[src/rtl/eth_tlp_decap.sv]
// Receive-side TLP-over-Ethernet decapsulator: filters each frame's 16-byte header and
// forwards the 64-bit payload beats into the RX FIFO write port.
module eth_tlp_decap #(
    parameter logic [47:0] LOCAL_MAC    = 48'h00_0A_35_00_00_01,
    parameter logic        ACCEPT_BCAST = 1'b1,
    parameter logic [15:0] ETHERTYPE    = 16'h88B5
) (
    input  logic        clk156,
    input  logic        sys_rst,
    input  logic        s_axis_tvalid,
    input  logic [63:0] s_axis_tdata,
    input  logic [7:0]  s_axis_tkeep,
    input  logic        s_axis_tlast,
    input  logic        s_axis_tuser,
    output logic        wr_en,
    output logic [73:0] din,
    input  logic        full,
    output logic [31:0] frm_ok_cnt,
    output logic [31:0] frm_drop_cnt,
    output logic [15:0] seq_err_cnt,
    output logic [15:0] last_seq
);

    localparam int DATA_W = 64;
    localparam logic [73:0] TERMINATOR = {1'b1, 1'b1, 8'h00, {DATA_W{1'b0}}};

    typedef enum logic [1:0] {HDR0, HDR1, PAYLOAD, DROP} state_t;

    state_t      state;
    logic        da_match;
    logic        abort_pend;
    logic        exp_seq_valid;
    logic [15:0] exp_seq;

    // Byte 0 of the wire is the most significant octet of the MAC address.
    function automatic logic dest_match(input logic [DATA_W-1:0] d);
        logic [47:0] da;
        da = {d[7:0], d[15:8], d[23:16], d[31:24], d[39:32], d[47:40]};
        return (da == LOCAL_MAC) || (ACCEPT_BCAST && (da == 48'hFFFF_FFFF_FFFF));
    endfunction

    function automatic logic [15:0] be16(input logic [7:0] hi, input logic [7:0] lo);
        return {hi, lo};
    endfunction

    logic [15:0] hdr_etype;
    logic [15:0] hdr_seq;
    assign hdr_etype = be16(s_axis_tdata[39:32], s_axis_tdata[47:40]);
    assign hdr_seq   = be16(s_axis_tdata[55:48], s_axis_tdata[63:56]);

    always_ff @(posedge clk156) begin
        if (sys_rst) begin
            state         <= HDR0;
            wr_en         <= 1'b0;
            din           <= '0;
            frm_ok_cnt    <= '0;
            frm_drop_cnt  <= '0;
            seq_err_cnt   <= '0;
            last_seq      <= '0;
            exp_seq       <= '0;
            exp_seq_valid <= 1'b0;
            abort_pend    <= 1'b0;
            da_match      <= 1'b0;
        end else begin
            wr_en <= 1'b0;

            // A pending abort never overlaps a payload write: HDR1 rejects frames while it is set.
            if (abort_pend && !full) begin
                wr_en      <= 1'b1;
                din        <= TERMINATOR;
                abort_pend <= 1'b0;
            end

            if (s_axis_tvalid) begin
                case (state)
                    HDR0: begin
                        da_match <= dest_match(s_axis_tdata);
                        if (s_axis_tlast)
                            frm_drop_cnt <= frm_drop_cnt + 32'd1;
                        else
                            state <= HDR1;
                    end
                    HDR1: begin
                        if (s_axis_tlast) begin
                            frm_drop_cnt <= frm_drop_cnt + 32'd1;
                            state        <= HDR0;
                        end else if (!da_match || hdr_etype != ETHERTYPE || abort_pend) begin
                            frm_drop_cnt <= frm_drop_cnt + 32'd1;
                            state        <= DROP;
                        end else begin
                            state    <= PAYLOAD;
                            last_seq <= hdr_seq;
                            if (exp_seq_valid && hdr_seq != exp_seq)
                                seq_err_cnt <= seq_err_cnt + 16'd1;
                            exp_seq       <= hdr_seq + 16'd1;
                            exp_seq_valid <= 1'b1;
                        end
                    end
                    PAYLOAD: begin
                        if (full) begin
                            abort_pend   <= 1'b1;
                            frm_drop_cnt <= frm_drop_cnt + 32'd1;
                            state        <= s_axis_tlast ? HDR0 : DROP;
                        end else begin
                            wr_en <= 1'b1;
                            din   <= {s_axis_tuser & s_axis_tlast, s_axis_tlast,
                                      s_axis_tkeep, s_axis_tdata};
                            if (s_axis_tlast) begin
                                frm_ok_cnt <= frm_ok_cnt + 32'd1;
                                state      <= HDR0;
                            end
                        end
                    end
                    DROP: begin
                        if (s_axis_tlast)
                            state <= HDR0;
                    end
                    default: state <= HDR0;
                endcase
            end
        end
    end

endmodule

[config.mk]
export PLATFORM = sky130hd
export DESIGN_NAME = eth_tlp_decap
export DESIGN_NICKNAME = d
export VERILOG_FILES = /design/src/rtl/eth_tlp_decap.sv
export SDC_FILE = /design/constraint.sdc
export NUM_CORES = 1
export LEC_CHECK = 0
export ABC_AREA = 1
export CAP_MARGIN = 15
export CORE_MARGIN = 4
export CORE_UTILIZATION = 50
export DETAILED_ROUTE_END_ITERATION = 16
export PLACE_DENSITY = 0.91
export SLEW_MARGIN = 10
export SYNTH_ARGS = -nofsm -noshare
export SYNTH_HDL_FRONTEND = slang
export SYNTH_SLANG_ARGS = --single-unit
[constraint.sdc]
create_clock -name clk156 -period 4 [get_ports clk156]
set_input_delay 0.8 -clock clk156 [delete_from_list [all_inputs] [get_ports clk156]]
set_output_delay 0.8 -clock clk156 [all_outputs]
set_load 0.05 [all_outputs]
==> results.tsv <==
stage	metric	value	unit
final_layout	area_growth	35.5	%
synthesis	synthTopCellsByArea	dfxtp_1 (42%), nand2_1 (16%), a21oi_1 (8.6%), nor2_1 (5.4%), inv_1 (5.4%)	
grt	grt_pass1_vias	9578	
sta	grt_setup_unrepaired	no	
synthesis	ys.flop_type	dfxtp_1	
clock_tree	path_clk_slew	0.08	ns
floorplanning	die_w	143	um
clock_tree	cts.path.max_buffers	2	
synthesis	synth_top_area_share	42.2	%
sta	finalSetupTns	0	ns
final_layout	fin_nets	1655	
final_layout	fill_cells	1495	
grt	grt-ovfl-total	0	
synthesis	yosysWarningCount	0	
worst_setup_path	cp_max_fo	13	
synthesis	synthTopCellsByCount	nand2_1 (385), dfxtp_1 (192), a21oi_1 (157), nor2_1 (131), inv_1 (130)	
sta	hold_viol	0	
pwr	ir_drop	0.285	mV
synthesis	yosysSeqAreaShare	42.2	%
route	wirelength	27.4	mm
synthesis	synth_area	0.00910	sq mm
clock_tree	cts_root_buf	clkbuf_16	
floorplanning	coreArea	0.0179	sq mm
grt	grt_pass1_wl	45.0	mm
clock_tree	cts_tree	yes	
worst_setup_path	required	4.34	ns
synthesis	yosysMostFrequentCell	nand2_1	
clock_tree	post_cts_resize_count	0	
sta	drv_slew	0	
pwr	power	3.87	mW
worst_setup_path	critical_path_class	in -> reg	
sta	skew	0.0119	ns
clock_tree	cts_hold_buf	0	
worst_setup_path	cp-end-kind	register	
route	wl_per_cell	15.1	um
pwr	power.leakage	4.37	nW
run	drv_cap	0	
clock_tree	cts_buffers	17	
synthesis	synth_seq_cells	192	
placed_design	io_buffer_count	248	
clock_tree	cts_sinks	192	
sta	worst_slew_pin_slew	1.05	ns
synthesis	ys_types	39	
route	drc	0	
route	dr.pass1.iters	5	
synthesis	avgSynthCellArea	6.75	sq um
sta	max_freq	0.361	GHz
route	viasPerCell	5.44	
sta	slew-limit-headroom	30.1	%
synthesis	synthCells	1347	
floorplanning	pin_count	249	
final_layout	multiInputGateArea	0.00454	sq mm
route	drt_iter0_markers	695	
placed_design	placed_cell_area	0.0118	sq mm
synthesis	syn-num-nets	1429	
sta	period_minus_slack	2.77	ns
synthesis	synth_edf_count	0	
final_layout	regArea	0.00384	sq mm
floorplanning	die-area	0.0204	sq mm
final_layout	layout-drive-gt1-share	4.04	%
clock_tree	cts_htree_levels	4	
grt	grt_max_degree	95	
final_layout	diodes	0	
floorplanning	row_count	49	
run_status	status	complete, no violations	
clock_tree	post_cts_buffers	0	
synthesis	yosysTopAreaCell	dfxtp_1	
route	ant_nets	0	
grt	gr-usage-all-layers	26.8	%
sta	finalCritPeriodShare	69.3	%
route	route.vias.total	9880	
floorplanning	start_util	50.8	%
synthesis	ys_async_sr_fraction	0	%
final_layout	finish.instance_area	0.0123	sq mm
sta	finalSetupViolations	0	
worst_setup_path	cp-start-kind	input pin	
hold_path	hold_class	reg -> reg	
floorplanning	die_h	143	um
pwr	powerDensity	314	mW/mm^2
placed_design	gp_congestion	0.932	
grt	antenna_found_initial	1	
clock_tree	clock_latency	0.44	ns
worst_setup_path	arrival	3.11	ns
placed_design	hpwlAfterDp	19.9	mm
==> where the power goes <==
| group | leakage (nW) | switching (mW) | internal [mW] |
|---|---|---|---|
| Combinational | 2.55 | 0.167 | 0.114 |
| Sequential | 1.55 | 0.00702 | 1.92 |
| Clock | 0.279 | 0.834 | 0.831 |
| Total | 4.37 | 1.01 | 2.86 |
==> cells in the final DEF, fill, tap and decap left out, types with 5 or more instances in the layout <==
cell type / count
a21oi_1: 157
and3_1: 6
buf_4: 8
clkbuf_16: 17
clkdlybuf4s50_1: 247
clkinv_4: 5
dfxtp_1: 192
inv_1: 129
inv_2: 6
nand2_1: 385
nand3_1: 57
nand4_1: 35
nor2_1: 130
nor3_1: 53
nor4_1: 8
o21ai_0: 68
xnor2_1: 11
xor2_1: 17
==> per-layer routing <==
layer	track usage, %	wire length (um)	up-vias
met5	0	12	-
met4	12.0	964	2
met3	7.10	2260	74
met2	45.9	13500	419
met1	31.4	10700	4555
li1	-	-	4830
==> critical path, cell delays in order <==
cell and delay (ns):
clkdlybuf4s50_1 0.50, inv_1 0.05, nor2_1 0.12, nand2_1 0.15, nor3_1 0.22, nand4_1 0.21, nor2_1 0.73, nand4_1 0.17
nand2_1 0.11, nor2_1 0.05
==> cell families (layout without fill, tap and decap cells) <==
| group | after synthesis | after routing | synth area share [%] |
|---|---|---|---|
| flip-flops | 192 | 192 | 42.2 |
| AO/OA/AOI/OAI | 241 | 241 | 13.6 |
| adder cells (fa/ha/maj) | 4 | 4 | 0.550 |
| buffers and inverters | 185 | 424 | 7.91 |
| XOR/XNOR | 28 | 28 | 2.70 |
| AND/OR/NAND/NOR | 697 | 697 | 33.0 |
==> per-stage QoR <==
stage | setup WS (ns) | hold slack (ns) | util (%) | instances
final | 1.23 | 0.461 | 68.8 | 1815
after global routing | 1.01 | 0.477 | 68.8 | 1815
after CTS | 1.28 | 0.462 | 68.8 | 1815
after detailed placement | 0.833 | 0.451 | 65.6 | 1783
after global placement | 0.921 | 0.447 | 65.6 | 1783
after floorplan | 1.93 | 0.444 | - | 1347
==> worst paths after layout <==
kind	startpoint	to	slack [ns]	cells past startpoint
max	s_axis_tdata[40]	seq_err_cnt[13]	1.23	10
min	register	register	0.46	2
max reg2reg	state[0]	seq_err_cnt[10]	1.81	7
min reg2reg	register	register	0.46	2
==> final cells by class <==
class,instances,share of cell area [%]
inverter,135,4.11
sequential,192,31.2
clock buffer,17,3.45
tap,229,2.32
timing repair buffer,257,20.9
clock inverter,15,1.20
multi-input combinational,970,36.9
No activity file was read; power rests on OpenSTA's default activity.
